**config.mk**
```make
export PLATFORM = sky130hd
export DESIGN_NAME = cla8_share_ctrl
export DESIGN_NICKNAME = d
export VERILOG_FILES = /design/src/rtl/cla8_share_ctrl.sv
export SDC_FILE = /design/constraint.sdc
export NUM_CORES = 1
export LEC_CHECK = 0
export CAP_MARGIN = 20
export CORE_UTILIZATION = 30
export CTS_CLUSTER_SIZE = 8
export DETAILED_ROUTE_END_ITERATION = 10
export PLACE_DENSITY = 0.66
export SYNTH_ARGS = -nofsm -noshare
export SYNTH_HDL_FRONTEND = slang
export SYNTH_SLANG_ARGS = --single-unit
export TNS_END_PERCENT = 100
```
**constraint.sdc**
```tcl
create_clock -name clk -period 3.1 [get_ports clk]
set_input_delay 0.62 -clock clk [delete_from_list [all_inputs] [get_ports clk]]
set_output_delay 0.62 -clock clk [all_outputs]
set_load 0.005 [all_outputs]
```
**src/rtl/cla8_share_ctrl.sv**
```systemverilog
// cla8_share_ctrl: round-robin sequencer that time-shares one 8-bit CLA adder among NREQ requesters.
// Optional macro CLA8_SHARE_OVF_EN adds rsp_ovf, a captured two's-complement overflow flag.
module cla8_share_ctrl #(
  parameter int NREQ          = 4,
  parameter int SETTLE_CYCLES = 2,
  parameter int IDW           = 2
) (
  input  logic              clk,
  input  logic              rst,
  input  logic [NREQ-1:0]   req_valid,
  output logic [NREQ-1:0]   req_ready,
  input  logic [NREQ*8-1:0] req_a,
  input  logic [NREQ*8-1:0] req_b,
  input  logic [NREQ-1:0]   req_cin,
  output logic [7:0]        add_a,
  output logic [7:0]        add_b,
  output logic              add_cin,
  input  logic [7:0]        add_sum,
  input  logic              add_cout,
  output logic              rsp_valid,
  input  logic              rsp_ready,
  output logic [IDW-1:0]    rsp_id,
  output logic [7:0]        rsp_sum,
`ifdef CLA8_SHARE_OVF_EN
  output logic              rsp_ovf,
`endif
  output logic              rsp_cout
);

  localparam int             CW       = (SETTLE_CYCLES > 1) ? $clog2(SETTLE_CYCLES) : 1;
  localparam logic [CW-1:0]  CNT_LAST = CW'(SETTLE_CYCLES - 1);
  localparam logic [IDW-1:0] PTR_RST  = IDW'(NREQ - 1);

  typedef enum logic [1:0] {
    ST_IDLE   = 2'd0,
    ST_SETTLE = 2'd1,
    ST_RESP   = 2'd2
  } state_e;

  state_e          state_q, state_d;
  logic [IDW-1:0]  rr_ptr_q, rr_ptr_d;
  logic [CW-1:0]   cnt_q, cnt_d;
  logic [7:0]      add_a_q, add_a_d;
  logic [7:0]      add_b_q, add_b_d;
  logic            add_cin_q, add_cin_d;
  logic            rsp_valid_q, rsp_valid_d;
  logic [IDW-1:0]  rsp_id_q, rsp_id_d;
  logic [7:0]      rsp_sum_q, rsp_sum_d;
  logic            rsp_cout_q, rsp_cout_d;
`ifdef CLA8_SHARE_OVF_EN
  logic            rsp_ovf_q, rsp_ovf_d;

  function automatic logic ovf_of(input logic [7:0] a, input logic [7:0] b, input logic [7:0] s);
    return (a[7] == b[7]) && (s[7] != a[7]);
  endfunction
`endif

  logic            win_found_s;
  logic [IDW-1:0]  win_id_s;
  logic [NREQ-1:0] grant_s;
  logic [7:0]      sel_a_s;
  logic [7:0]      sel_b_s;
  logic            sel_cin_s;

  // Round-robin search starting just after the last served requester.
  always_comb begin
    win_found_s = 1'b0;
    win_id_s    = '0;
    for (int k = 1; k <= NREQ; k++) begin
      for (int j = 0; j < NREQ; j++) begin
        if (!win_found_s && req_valid[j] && (j == ((int'(rr_ptr_q) + k) % NREQ))) begin
          win_found_s = 1'b1;
          win_id_s    = IDW'(j);
        end else begin
          win_found_s = win_found_s;
        end
      end
    end
  end

  // One-hot grant and operand select for the current winner.
  always_comb begin
    grant_s   = '0;
    sel_a_s   = 8'h00;
    sel_b_s   = 8'h00;
    sel_cin_s = 1'b0;
    for (int j = 0; j < NREQ; j++) begin
      if (IDW'(j) == win_id_s) begin
        sel_a_s    = req_a[j*8 +: 8];
        sel_b_s    = req_b[j*8 +: 8];
        sel_cin_s  = req_cin[j];
        grant_s[j] = (state_q == ST_IDLE) && win_found_s;
      end else begin
        grant_s[j] = 1'b0;
      end
    end
  end

  // Next-state and datapath update for the IDLE -> SETTLE -> RESP sequence.
  always_comb begin
    state_d     = state_q;
    rr_ptr_d    = rr_ptr_q;
    cnt_d       = cnt_q;
    add_a_d     = add_a_q;
    add_b_d     = add_b_q;
    add_cin_d   = add_cin_q;
    rsp_valid_d = rsp_valid_q;
    rsp_id_d    = rsp_id_q;
    rsp_sum_d   = rsp_sum_q;
    rsp_cout_d  = rsp_cout_q;
`ifdef CLA8_SHARE_OVF_EN
    rsp_ovf_d   = rsp_ovf_q;
`endif
    case (state_q)
      ST_IDLE: begin
        if (win_found_s) begin
          add_a_d   = sel_a_s;
          add_b_d   = sel_b_s;
          add_cin_d = sel_cin_s;
          rsp_id_d  = win_id_s;
          rr_ptr_d  = win_id_s;
          cnt_d     = '0;
          state_d   = ST_SETTLE;
        end else begin
          state_d = ST_IDLE;
        end
      end
      ST_SETTLE: begin
        // Sampling only after the window lets the gate-level ripple finish.
        if (cnt_q == CNT_LAST) begin
          rsp_sum_d   = add_sum;
          rsp_cout_d  = add_cout;
`ifdef CLA8_SHARE_OVF_EN
          rsp_ovf_d   = ovf_of(add_a_q, add_b_q, add_sum);
`endif
          rsp_valid_d = 1'b1;
          state_d     = ST_RESP;
        end else begin
          cnt_d = cnt_q + CW'(1'b1);
        end
      end
      ST_RESP: begin
        if (rsp_ready) begin
          rsp_valid_d = 1'b0;
          state_d     = ST_IDLE;
        end else begin
          state_d = ST_RESP;
        end
      end
      default: begin
        state_d     = ST_IDLE;
        rsp_valid_d = 1'b0;
      end
    endcase
  end

  // State and output registers with synchronous reset.
  always_ff @(posedge clk) begin
    if (rst) begin
      state_q     <= ST_IDLE;
      rr_ptr_q    <= PTR_RST;
      cnt_q       <= '0;
      add_a_q     <= 8'h00;
      add_b_q     <= 8'h00;
      add_cin_q   <= 1'b0;
      rsp_valid_q <= 1'b0;
      rsp_id_q    <= '0;
      rsp_sum_q   <= 8'h00;
      rsp_cout_q  <= 1'b0;
`ifdef CLA8_SHARE_OVF_EN
      rsp_ovf_q   <= 1'b0;
`endif
    end else begin
      state_q     <= state_d;
      rr_ptr_q    <= rr_ptr_d;
      cnt_q       <= cnt_d;
      add_a_q     <= add_a_d;
      add_b_q     <= add_b_d;
      add_cin_q   <= add_cin_d;
      rsp_valid_q <= rsp_valid_d;
      rsp_id_q    <= rsp_id_d;
      rsp_sum_q   <= rsp_sum_d;
      rsp_cout_q  <= rsp_cout_d;
`ifdef CLA8_SHARE_OVF_EN
      rsp_ovf_q   <= rsp_ovf_d;
`endif
    end
  end

  assign req_ready = grant_s;
  assign add_a     = add_a_q;
  assign add_b     = add_b_q;
  assign add_cin   = add_cin_q;
  assign rsp_valid = rsp_valid_q;
  assign rsp_id    = rsp_id_q;
  assign rsp_sum   = rsp_sum_q;
  assign rsp_cout  = rsp_cout_q;
`ifdef CLA8_SHARE_OVF_EN
  assign rsp_ovf   = rsp_ovf_q;
`endif

endmodule

```
# Yosys cells after proc, flatten, opt, wreduce, memory -nomap -nowiden

Index checks and enable logic that the tools add are counted.

Equality and inequality tests: 20
Add/subtract/negate cells: 5
Reduce and logical (&&, ||, !) cells: 62
Multiplexer cells: 57
Bitwise gates (word level): 5

Operators by type and width:

| kind                  | count |
|---|---|
| $logic_not A32 Y1     | 4 |
| $mux W8               | 8 |
| $logic_and A1 B1 Y1   | 32 |
| $mux W2               | 16 |
| $mux W1               | 30 |
| $eq A3 B3 Y1 const A  | 8 |
| $logic_not A1 Y1      | 15 |
| $eq A2 B3 Y1 const A  | 4 |
| $reduce_or A2 Y1      | 4 |
| $ne A2 B2 Y1 const B  | 3 |
| $pmux W2 S3           | 1 |
| $reduce_and A2 Y1     | 3 |
| $add A2 B1 Y2 const B | 2 |
| $add A2 B2 Y2 const B | 2 |
| $and A1 B1 Y1 const A | 4 |
| $eq A2 B2 Y1 const A  | 2 |
| $logic_not A2 Y1      | 2 |
| $pmux W1 S3           | 1 |
| $reduce_and A3 Y1     | 1 |
| $eq A1 B2 Y1 const A  | 1 |
| $eq A2 B1 Y1 const B  | 1 |
| $eq A2 B2 Y1 const B  | 1 |
| $pmux W1 S2           | 1 |
| $reduce_bool A2 Y1    | 1 |
| 2 further kinds       | 2 |

Logic and storage cells: 159
Bits of input ports: 84
Output and inout bits: 33
Flip-flop bits (word level): 34

# Logic depth before layout (Yosys ltp)

Gate-level depths: netlist of the first run.

Depth after elaboration: 71
Mapped depth: 8
Depth with buffers taken out: 5

# Worst setup path before layout of the first run

OpenSTA, ideal clock, no wires.

Kind: input-to-output
From: input req_valid[1]
To: output req_ready[0]
Setup slack: 542 ps
Path buffers: 3
Arrival time: 1,938 ps
Stages: 7
Data required time: 2,480 ps
Path through: buf_2 -> nor4_2 -> or3_1 -> buf_2 -> nor4_4 -> buf_6 -> nor2b_1

Longest elaborated chain between the ends: 61
Elaborated cells on any way between the ends: 77
Those cells by class: mux (31); reduce/logical (46)

Ends and longest elaborated chain:

| element                                                 | RTL line | RTL |
|---|---|---|
| start, declared                                         | 10       | `input logic [NREQ-1:0] req_valid,` |
| $logic_and A1 B1 Y1 (2 in a row)                        | 71       | `if (!win_found_s && req_valid[j] && (j == ((int'(rr_ptr_q) + k) % NREQ))) begin` |
| $mux W1                                                 | 71       |  |
| $logic_not A1 Y1                                        | 71       |  |
| $logic_and A1 B1 Y1 (2 in a row)                        | 71       |  |
| $mux W1                                                 | 71       |  |
| $logic_not A1 Y1                                        | 71       |  |
| $logic_and A1 B1 Y1 (2 in a row)                        | 71       |  |
| $mux W1                                                 | 71       |  |
| [... 40 more ...]                                       | --       |  |
| $logic_not A1 Y1                                        | 71       |  |
| $logic_and A1 B1 Y1 (2 in a row)                        | 71       |  |
| $mux W1                                                 | 71       |  |
| $logic_not A1 Y1                                        | 71       |  |
| $logic_and A1 B1 Y1 (2 in a row)                        | 71       |  |
| $mux W2 or $mux W1 (tied branches)                      | 71       |  |
| $logic_not A2 Y1 or $logic_and A1 B1 Y1 (tied branches) | 88, 92   |  |
| $mux W1 *                                               | 88       | `if (IDW'(j) == win_id_s) begin` |
| end, declared                                           | 11       | `output logic [NREQ-1:0] req_ready,` |

Mark *: on every way between the ends. The rest lies on a longest branch, timed or not.

# Worst setup path in the final report of the first run

From: input req_valid[3]
To: output req_ready[0]

Longest elaborated chain between the ends: 53
Elaborated cells on any way between the ends: 67
Those cells by class: mux (27); reduce/logical (40)

Ends and longest elaborated chain:

| element                                                 | RTL line |
|---|---|
| $logic_and A1 B1 Y1 (2 in a row)                        | 71 |
| $mux W1                                                 | 71 |
| $logic_not A1 Y1                                        | 71 |
| $logic_and A1 B1 Y1 (2 in a row)                        | 71 |
| $mux W1                                                 | 71 |
| $logic_not A1 Y1                                        | 71 |
| $logic_and A1 B1 Y1 (2 in a row)                        | 71 |
| $mux W1                                                 | 71 |
| [... 32 more ...]                                       | -- |
| $logic_not A1 Y1                                        | 71 |
| $logic_and A1 B1 Y1 (2 in a row)                        | 71 |
| $mux W1                                                 | 71 |
| $logic_not A1 Y1                                        | 71 |
| $logic_and A1 B1 Y1 (2 in a row)                        | 71 |
| $mux W2 or $mux W1 (tied branches)                      | 71 |
| $logic_not A2 Y1 or $logic_and A1 B1 Y1 (tied branches) | 88, 92 |
| $mux W1 *                                               | 88 |

Marks and branches as above.

==> results by group, run 1 <==
Worst setup path
  – R2R depth: 6
  – Setup crit end kind: output port
  – CP Data Arrival Time: ~2.4 ns
  – Startpoint Class: primary input
  – Critical path class: in2out
  – CP Max Fanout: 9
  – WP data required: 2.48 ns

Placement
  – Detail Placement HPWL: between 5 and 6 mm
  – Port bufs: 116
  – Post-Place Cell Area: 3420 um^2
  – Gpl congestion: 0.813
  – Pre-CTS setup slack: -0.104 ns

Floorplan
  – Starting Density: 0.310
  – Core area: between 6000 and 7000 um^2
  – IO Pins: about 120
  – Die Y-Extent: around 86 um
  – Die Span X: between 80 and 90 um
  – FP Rows: 30
  – Die area: about 7300 um^2

Yosys
  – Mapped Nets: 329
  – Yosys top cell by area: dfxtp_1
  – Synth top area share: 0.325
  – Most frequent cell after synthesis: dfxtp_1
  – Synth Area in Simple Gates: 0.399
  – Post-synthesis cell type count: 42
  – Area fraction in compound gates after synthesis: 0.165
  – Synth Area in Adders: 0
  – Register area share after synthesis: 0.325
  – Largest family of logic cells by synthesized area: simple AND/OR/NAND/NOR gates
  – Post-Synth XOR/XNOR Area: 0
  – Mux share of post-synthesis cell area: 0.0573
  – Mapped Area: roughly 2100 um^2
  – Avg Synthesized Cell Area: 8.55 um^2
  – Synth warn: 0
  – FF+latch count, synth: 34
  – Post-synth EDFFs: 0
  – Largest cells by area after synthesis: dfxtp_1 (32%), nor4b_1 (11%), mux2i_1 (5.7%)
  – Main synth FF type: dfxtp_1
  – Most frequent cells after synthesis: dfxtp_1 (34), nor4b_1 (26), nor2_1 (17)
  – Mapped Cells: 245
  – Async SR Flop Fraction: 0

Clocking
  – Worst skew pair latency: 0.29 ns
  – Num CTS Buffers: 5
  – Htree depth: 2
  – CTS tree: yes
  – Worst-path clk slew: approximately 0.07 ns
  – CTS root buf: clkbuf_8
  – Maximum clock path buffer count: 2
  – Sink Count: 34
  – Hold-fix buffers, CTS: 0

Global routing
  – GR Layer Usage met1: 0.280
  – Met3 Track Usage GR: 0.0481
  – Global route total overflow: 0
  – GRT Max-Usage Layer: met2
  – Met2 GRT Util: 0.352
  – Initial antenna violation count: 0
  – Total track usage: 0.213
  – Largest net degree at the start of global routing: 35
  – Vias in the first global route: 2497
  – Global-route wire length before repair: 12.4 mm

Power and ir drop
  – Part of the power in combinational logic: 0.368
  – Max VDD drop: about 0.00018 V
  – P_int: around 1000 uW
  – Power per cell area: slightly above 400 nW/um^2
  – Clock power share: 0.277
  – Switching Fraction: 0.297
  – P_leak: ~0.0014 uW
  – Sw power: ~440 uW
  – Reg power frac: 0.354

Detailed routing
  – Via-to-Cell Ratio: 5.50
  – Post-route ant nets: 0
  – Initial DRC count: roughly 150
  – Final WL: 7.76 mm
  – Via count: ~2.5k
  – Detailed-route wire length per cell: around 17 um
  – DRC viols: 0
  – First drt pass iteration count: 4

Finish
  – Ratio of cells with drive above 1 in the final layout: 0.111
  – Final instance area: ~3600 um^2
  – Filler cell count in the final layout: roughly 650
  – Antenna diodes: 0
  – Final nets: roughly 450
  – Synth-to-layout area growth: 69.7%

Timing
  – Slew HR: 0.552
  – Part of the cycle the worst path needs: 0.988
  – Slew Viols, Final: 0
  – Clock skew: 0.00888 ns
  – Min Clock Period, post-route: 3.06 ns
  – RSZ-0062 raised after global routing: false
  – Final Setup Violations: 0
  – Slew at the pin closest to its max-slew limit: approximately 0.67 ns
  – Fin. Hold Viols: 0
  – Fmax: 0.327 GHz
  – Final WS setup: around 0.038 ns

Run status
  – Run status: completed

Flow run
  – Max-cap violation count: 0

Hold path
  – Hold path depth: 2
  – Type of the tightest min-delay check: reg2reg
worst max-delay path, cell delays in order:
cell             delay [ns]
clkdlybuf4s50_1        0.44
buf_4                  0.18
nand2b_1               0.09
a21boi_1               0.11
nor4_4                 0.32
nor2b_1                0.16
clkdlybuf4s50_1        0.51
routing by layer:
| layer | vias to the layer above | routed length, um |
|---|---|---|
| li1 | 1200 | - |
| met1 | 1169 | 3460 |
| met2 | 98 | 3670 |
| met3 | 6 | 564 |
| met4 | 0 | 77 |
| met5 | - | 0 |
area by class of cell:
cell class	count	area, um^2	area share
timing repair buffer	140	1340	0.376
multi-input combinational	186	1320	0.371
sequential	34	681	0.191
tap	80	100	0.0281
clock buffer	5	68.8	0.0193
clock inverter	3	40.0	0.0113
inverter	2	7.51	0.00211
power by group through the flow:
stage / clock, uW / sequential, uW / combinational (uW)
global route: 436 / 527 / 583
global placement: 0 / 529 / 526
detailed placement: 0 / 529 / 532
finish: 407 / 520 / 541
CTS: 417 / 520 / 541
floorplan: 0 / 522 / 249
path summary, 6_finish.rpt:
path,startpoint,to,slack [ns]
worst min register to register,rsp_valid,rsp_valid,0.47
worst max register to register,rr_ptr_q[0],add_a[4],0.93
worst min-delay path,rsp_valid,rsp_valid,0.47
worst max-delay path,req_valid[3],req_ready[0],0.04
logic make-up (layout without fill, tap and decap cells):
kind of cell | Yosys count | in the layout
simple gates | 125 | 125
compound gates | 49 | 49
flops | 34 | 34
buf+inv | 25 | 150
mux | 12 | 12
registers in the layout, summed over array words and instances, names as in the netlist:
register   cells
add_a          8
rsp_valid      1
rsp_id         2
rsp_sum        8
rr_ptr_q       2
cnt_q          1
add_b          8
state_q        2
rsp_cout       1
add_cin        1
stage by stage:
step	util	total power [uW]	hold slack (ns)	setup TNS, ns	std cells
after floorplan	-	771	0.444	0	245
after global placement	0.507	1060	0.448	-0.211	439
after detailed placement	0.507	1060	0.451	-0.294	439
after CTS	0.526	1480	0.465	0	450
after global routing	0.526	1550	0.499	0	450
final	0.526	1470	0.465	0	450
cell usage in the layout, fill, tap and decap left out, types with 12 or more instances in the layout:
master	netlist	final
mux2i_1	12	12
nor4b_1	26	26
clkdlybuf4s50_1	0	111
buf_4	0	24
and3_1	12	12
nor4_1	12	12
dfxtp_1	34	34
nor3b_1	12	12
nand3b_1	15	15
nor2_1	17	17
o22ai_1	15	15
what timing repair did:
action	CTS	global route
gates cloned	0	0
pin swaps	2	1
buffers inserted	3	0
endpoints found under the setup margin	4	2
gates resized for setup	5	1
(Power assumes the default switching activity.)
==> inputs of run 2 (changes only) <==
- CORE_MARGIN: default -> 5
==> results by group, run 2 (synthesis gave the netlist of run 1 again) <==
Run status
  – Run status: completed (unchanged)

Detailed routing
  – Via count: 2502 (was 2473)
  – DRC viols: 0 (unchanged)
  – First drt pass iteration count: 4 (unchanged)
  – Initial DRC count: 140 (was 148)
  – Final WL: 8.08 mm (was 7.76 mm)
  – Post-route ant nets: 0 (unchanged)
  – Detailed-route wire length per cell: 17.4 um (was 17.2 um)
  – Via-to-Cell Ratio: 5.39 (was 5.50)

Worst setup path
  – R2R Setup Slk: 0.89 ns (was 0.93 ns)
  – End of the worst register-to-register path: add_a[3] (was add_a[4])
  – Critical path class: in2out (unchanged)
  – CP Data Arrival Time: 2.26 ns (was 2.44 ns)
  – FF-to-FF Start: rr_ptr_q[0] (unchanged)
  – R2R depth: 6 (unchanged)
  – Slowest stage cell, crit path: clkdlybuf4s50_1 (unchanged)
  – Startpoint Class: primary input (unchanged)
  – WP data required: 2.48 ns (about the same)
  – Setup crit end kind: output port (unchanged)
  – CP Max Fanout: 3 (was 9)
  – Sequence of cells on the critical path: clkdlybuf4s50_1 > nor4_2 > or3_4 > nor4_4 > nor2b_1 > dlygate4sd2_1 (was clkdlybuf4s50_1 > buf_4 > nand2b_1 > a21boi_1 > nor4_4 > nor2b_1 > clkdlybuf4s50_1)
  – CP peak stage delay: 0.50 ns (was 0.51 ns)
  – Delay-heaviest family, CP: simple AND/OR/NAND/NOR gates (was buffers and inverters)
  – CP Buf/Inv Count: 2 (was 3)

Global routing
  – Initial antenna violation count: 0 (unchanged)
  – Global route total overflow: 0 (unchanged)
  – Total track usage: 0.180 (was 0.213)
  – Global-route wire length before repair: 12.5 mm (was 12.4 mm)
  – Largest net degree at the start of global routing: 22 (was 35)
  – Vias in the first global route: 2520 (was 2497)

Finish
  – FF+latch area: 681 um^2 (unchanged)
  – Filler cell count in the final layout: 639 (was 648)
  – Antenna diodes: 0 (unchanged)
  – Utilization after layout: 0.526 (about the same)
  – Commonest non-fill, non-tap cell in the layout: clkdlybuf4s50_1 (unchanged)
  – Final nets: 451 (was 453)
  – Final instance area: 3580 um^2 (was 3560 um^2)
  – Ratio of cells with drive above 1 in the final layout: 0.109 (was 0.111)
  – Footprint of the multi-input gates: 1330 um^2 (was 1320 um^2)
  – Synth-to-layout area growth: 70.6% (was 69.7%)
  – Most frequent cells in the layout: clkdlybuf4s50_1 (111), dfxtp_1 (34), nor4b_1 (26), buf_4 (21), nor2_1 (17) (was clkdlybuf4s50_1 (111), dfxtp_1 (34), nor4b_1 (26), buf_4 (24), nor2_1 (17))

Clocking
  – Worst-path clk slew: 0.07 ns (about the same)
  – Setup bufs post-CTS: 0 (was 3)
  – Sink Count: 34 (unchanged)
  – CTS root buf: clkbuf_8 (unchanged)
  – Hold-fix buffers, CTS: 0 (unchanged)
  – Num CTS Buffers: 5 (unchanged)
  – CTS tree: yes (unchanged)
  – Maximum clock path buffer count: 2 (unchanged)
  – Htree depth: 2 (unchanged)
  – Post-CTS sizing: 7 (was 5)
  – Worst skew pair latency: 0.29 ns (about the same)

Timing
  – Part of the cycle the worst path needs: 0.929 (was 0.988)
  – Final WS setup: 0.221 ns (was 0.0382 ns)
  – Slew HR: 0.508 (was 0.552)
  – Slew Viols, Final: 0 (unchanged)
  – Min Clock Period, post-route: 2.88 ns (was 3.06 ns)
  – Final Setup Violations: 0 (unchanged)
  – Fin. Hold Viols: 0 (unchanged)
  – Clock skew: 0.00967 ns (was 0.00888 ns)
  – Fmax: 0.347 GHz (was 0.327 GHz)
  – Slew at the pin closest to its max-slew limit: 0.732 ns (was 0.667 ns)
  – RSZ-0062 raised after global routing: false (unchanged)

Floorplan
  – Die Y-Extent: 93.6 um (was 85.6 um)
  – Starting Density: 0.308 (was 0.310)
  – FP Rows: 30 (unchanged)
  – Die area: 8760 um^2 (was 7320 um^2)
  – IO Pins: 117 (unchanged)
  – Core area: 6790 um^2 (was 6760 um^2)
  – Die Span X: 93.6 um (was 85.6 um)

Placement
  – Gpl congestion: 0.907 (was 0.813)
  – Detail Placement HPWL: 6.10 mm (was 5.59 mm)
  – Pre-CTS setup slack: -0.165 ns (was -0.104 ns)
  – Port bufs: 116 (unchanged)
  – Post-Place Cell Area: 3460 um^2 (was 3420 um^2)

Power and ir drop
  – Power per cell area: 409 nW/um^2 (was 413 nW/um^2)
  – Max VDD drop: 0.000230 V (was 0.000179 V)
  – P_leak: 0.00137 uW (was 0.00138 uW)

Hold path
  – Hold path depth: 2 (unchanged)
  – Worst Hold Launch: rsp_valid (unchanged)
  – Type of the tightest min-delay check: reg2reg (unchanged)
  – Hold endpoint: rsp_valid (unchanged)

Flow run
  – Max-cap violation count: 0 (unchanged)
-- run 2: how the worst max path moves through the flow --
stage	slack, ns	cells past startpoint	startpoint	to
after floorplan	0.54	7	req_valid[1]	req_ready[0]
after global placement	-0.09	6	req_valid[0]	req_ready[1]
after detailed placement	-0.17	6	req_valid[0]	req_ready[1]
after CTS	0.22	6	req_valid[3]	req_ready[0]
after global routing	0.11	6	req_valid[1]	req_ready[0]
final	0.22	6	req_valid[3]	req_ready[0]
-- run 2: worst register-to-register path, cell delays in order (launching register included) --
cell	delay, ns
dfxtp_1	0.47
nand2b_1	0.17
a21boi_1	0.11
buf_4	0.21
nor3_1	0.62
a221oi_1	0.21
nor4b_1	0.32
-- run 2: metal layers --
layer / up-vias / track usage / part of all wire / wire (um)
li1: 1193 / - / - / -
met4: 0 / 0.0554 / 0.016 / 133
met2: 110 / 0.288 / 0.47 / 3830
met5: - / 0 / 0 / 0
met3: 18 / 0.0459 / 0.069 / 558
met1: 1181 / 0.239 / 0.44 / 3570
-- run 2: through the flow --
step / TNS, ns / hold slack (ns) / power [uW] / instances
floorplan: 0 / 0.444 / 771 / 245
global placement: -0.233 / 0.447 / 1060 / 456
detailed placement: -0.329 / 0.460 / 1060 / 456
CTS: 0 / 0.473 / 1480 / 464
global route: 0 / 0.502 / 1550 / 464
finish: 0 / 0.474 / 1460 / 464
-- run 2: area by class of cell --
type                    count  share of cell area
flip-flops and latches     34               0.190
clock inverters             3              0.0112
well taps                  96              0.0336
clock buffers               5              0.0192
repair buffers            138               0.373
inverters                   2             0.00210
multi-input cells         186               0.371
-- run 2: where the power goes --
part / switching [uW] / internal [uW]
Clock: 172 / 237
Combinational: 228 / 308
Sequential: 36.1 / 483
Total: 437 / 1030
==> inputs of run 3 (changes only) <==
- ABC_AREA: default -> 1
- DONT_BUFFER_PORTS: default -> 1
- PLACE_DENSITY: 0.66 -> 0.45
- SLEW_MARGIN: default -> 20
==> results by group, run 3 <==
Run status
  – Run status: completed (unchanged)

Floorplan
  – FP Rows: 30 (unchanged)
  – Die Span X: 92.4 um (was 93.6 um)
  – Die area: 8540 um^2 (was 8760 um^2)
  – Starting Density: 0.303 (was 0.308)
  – IO Pins: 117 (unchanged)
  – Core area: 6720 um^2 (was 6790 um^2)
  – Die Y-Extent: 92.4 um (was 93.6 um)

Global routing
  – Global route total overflow: 0 (unchanged)
  – Total track usage: 0.147 (was 0.180)
  – GRT Max-Usage Layer: met2 (unchanged)
  – GR Layer Usage met1: 0.188 (was 0.239)
  – Largest net degree at the start of global routing: 36 (was 22)
  – Met2 GRT Util: 0.240 (was 0.288)
  – Met3 Track Usage GR: 0.0487 (was 0.0459)
  – Vias in the first global route: 2009 (was 2520)
  – Initial antenna violation count: 0 (unchanged)
  – Global-route wire length before repair: 10.1 mm (was 12.5 mm)

Detailed routing
  – Final WL: 6.30 mm (was 8.08 mm)
  – Detailed-route wire length per cell: 15.3 um (was 17.4 um)
  – Via count: 2142 (was 2502)
  – First drt pass iteration count: 4 (unchanged)
  – Initial DRC count: 75 (was 140)
  – Via-to-Cell Ratio: 5.21 (was 5.39)
  – Post-route ant nets: 0 (unchanged)
  – DRC viols: 0 (unchanged)

Clocking
  – Worst skew pair latency: 0.29 ns (about the same)
  – Htree depth: 2 (unchanged)
  – CTS root buf: clkbuf_8 (unchanged)
  – Num CTS Buffers: 5 (unchanged)
  – Maximum clock path buffer count: 2 (unchanged)
  – CTS tree: yes (unchanged)
  – Sink Count: 34 (unchanged)
  – Worst-path clk slew: 0.08 ns (was 0.07 ns)

Timing
  – Worst Hold Margin: 0.391 ns (was 0.474 ns)
  – Fmax: 0.336 GHz (was 0.347 GHz)
  – Slew Viols, Final: 0 (unchanged)
  – Final WS setup: 0.126 ns (was 0.221 ns)
  – Part of the cycle the worst path needs: 0.959 (was 0.929)
  – Fin. Hold Viols: 0 (unchanged)
  – Setup tns final: 0 ns (unchanged)
  – RSZ-0062 raised after global routing: true (was false)
  – Final Setup Violations: 0 (unchanged)
  – Slew HR: 0.554 (was 0.508)
  – Clock skew: 0.00757 ns (was 0.00967 ns)
  – Min Clock Period, post-route: 2.97 ns (was 2.88 ns)
  – Slew at the pin closest to its max-slew limit: 0.667 ns (was 0.732 ns)

Finish
  – Commonest non-fill, non-tap cell in the layout: nand2_1 (was clkdlybuf4s50_1)
  – Final instance area: 2340 um^2 (was 3580 um^2)
  – Synth-to-layout area growth: 14.7% (was 70.6%)
  – Utilization after layout: 0.348 (was 0.526)
  – Ratio of cells with drive above 1 in the final layout: 0.127 (was 0.109)
  – Final nets: 414 (was 451)
  – Most frequent cells in the layout: nand2_1 (78), nand3_1 (65), nor2_1 (44), dfxtp_1 (32) (was clkdlybuf4s50_1 (111), dfxtp_1 (34), nor4b_1 (26), buf_4 (21), nor2_1 (17))
  – Antenna diodes: 0 (unchanged)

Worst setup path
  – Setup crit end kind: output port (unchanged)
  – CP Max Fanout: 10 (was 3)
  – Critical path class: reg2out (was in2out)
  – R2R Setup Slk: 0.49 ns (was 0.89 ns)
  – Sequence of cells on the critical path: inv_1 > nor2_1 > nand2_1 > nand4_1 > buf_4 > nor3_1 > nor3_1 > nand2_1 > nor2_1 > nand2_1 > inv_2 > nand2_4 > nor3_1 (was clkdlybuf4s50_1 > nor4_2 > or3_4 > nor4_4 > nor2b_1 > dlygate4sd2_1)
  – CP peak stage delay: 0.38 ns (was 0.50 ns)
  – Startpoint Class: flop (was primary input)
  – R2R depth: 16 (was 6)
  – WP data required: 2.48 ns (about the same)
  – Slowest stage cell, crit path: dfxtp_4 (was clkdlybuf4s50_1)
  – CP Data Arrival Time: 2.35 ns (was 2.26 ns)

Yosys
  – Area fraction in compound gates after synthesis: 0.0988 (was 0.165)
  – Mapped Cells: 328 (was 245)
  – Async SR Flop Fraction: 0 (unchanged)
  – Post-Synth XOR/XNOR Area: 0 (unchanged)
  – Mux share of post-synthesis cell area: 0 (was 0.0573)
  – Register area share after synthesis: 0.334 (was 0.325)
  – Post-synthesis cell type count: 24 (was 42)
  – Avg Synthesized Cell Area: 6.21 um^2 (was 8.55 um^2)
  – Post-synth EDFFs: 0 (unchanged)
  – Main synth FF type: dfxtp_1 (unchanged)
  – Most frequent cells after synthesis: nand2_1 (80), nand3_1 (66), nor2_1 (46) (was dfxtp_1 (34), nor4b_1 (26), nor2_1 (17))
  – FF+latch count, synth: 34 (unchanged)
  – Largest family of logic cells by synthesized area: simple AND/OR/NAND/NOR gates (unchanged)
  – Synth warn: 0 (unchanged)
  – Yosys top cell by area: dfxtp_1 (unchanged)
  – Mapped Nets: 412 (was 329)
  – Synth top area share: 0.334 (was 0.325)
  – Mapped Area: 2040 um^2 (was 2100 um^2)
  – Synth Area in Simple Gates: 0.476 (was 0.399)
  – Most frequent cell after synthesis: nand2_1 (was dfxtp_1)
  – Largest cells by area after synthesis: dfxtp_1 (33%), nand3_1 (16%), nand2_1 (15%) (was dfxtp_1 (32%), nor4b_1 (11%), mux2i_1 (5.7%))
  – Synth Area in Adders: 0 (unchanged)

Power and ir drop
  – Power per cell area: 868 nW/um^2 (was 409 nW/um^2)
  – P_leak: 0.000992 uW (was 0.00137 uW)
  – Max VDD drop: 0.000358 V (was 0.000230 V)

Flow run
  – Max-cap violation count: 0 (unchanged)

Placement
  – Gpl congestion: 0.779 (was 0.907)
  – Post-Place Cell Area: 2110 um^2 (was 3460 um^2)
  – Detail Placement HPWL: 4.80 mm (was 6.10 mm)
  – Port bufs: 0 (was 116)
  – Pre-CTS setup slack: 0.250 ns (was -0.165 ns)

Hold path
  – Type of the tightest min-delay check: in2reg (was reg2reg)
  – Hold path depth: 1 (was 2)
[run 3: changes by cell type after synthesis, sizes merged, moves of 13 or more]
cell | previous run | this run
nand2 | 8 | 82
nand3 | 1 | 66
nor2 | 17 | 49
nor4b | 26 | 0
inv | 2 | 22
o22ai | 15 | 0
nor4 | 14 | 0
nand3b | 15 | 2
o21ai | 5 | 18
[run 3: path summary, 6_finish.rpt]
path          startpoint           end
max          rr_ptr_q[1]  req_ready[1]
min                  rst      add_a[4]
max reg2reg  rr_ptr_q[1]      add_b[6]
min reg2reg   rsp_sum[1]    rsp_sum[1]
[run 3: area by class of cell]
class                      count  area [um^2]
clock buffer                   5         68.8
clock inverter                 3         68.8
fill                         750         4380
inverter                      22         82.6
multi-input combinational    254         1220
sequential                    34          688
tap                           80          100
timing repair buffer          13          114
[run 3: where the power goes]
part	switching, uW	internal [uW]	total, uW
clock	180	322	502
sequential	77.2	527	605
combinational	582	341	923
[run 3: through the flow]
stage          power, uW  std cells
6_report            2030        411
5_1_grt             2240        411
4_1_cts             2020        406
3_5_place_dp        1510        398
3_3_place_gp        1510        398
2_1_floorplan       1300        328
[run 3: kinds of logic after synthesis]
logic type,count (synthesis)
simple gates,217
buf+inv,40
compound gates,37
flops,34
[run 3: worst max-delay path: cells and delay by family (launching register included)]
family        cells  cell delay [ns]
simple gates     10             1.32
flops             1             0.38
buf+inv           3             0.35
[run 3: timing repair]
action / in CTS / in global routing
hold buffers: 0 / 0
gates resized for setup: 0 / 15
buffers inserted: 0 / 5
setup endpoints to repair: 0 / 4
[run 3: metal layers]
layer,vias up,share of wire
li1,1091,-
met1,945,0.44
met2,101,0.46
met3,5,0.093
met4,0,0.0089
met5,-,0
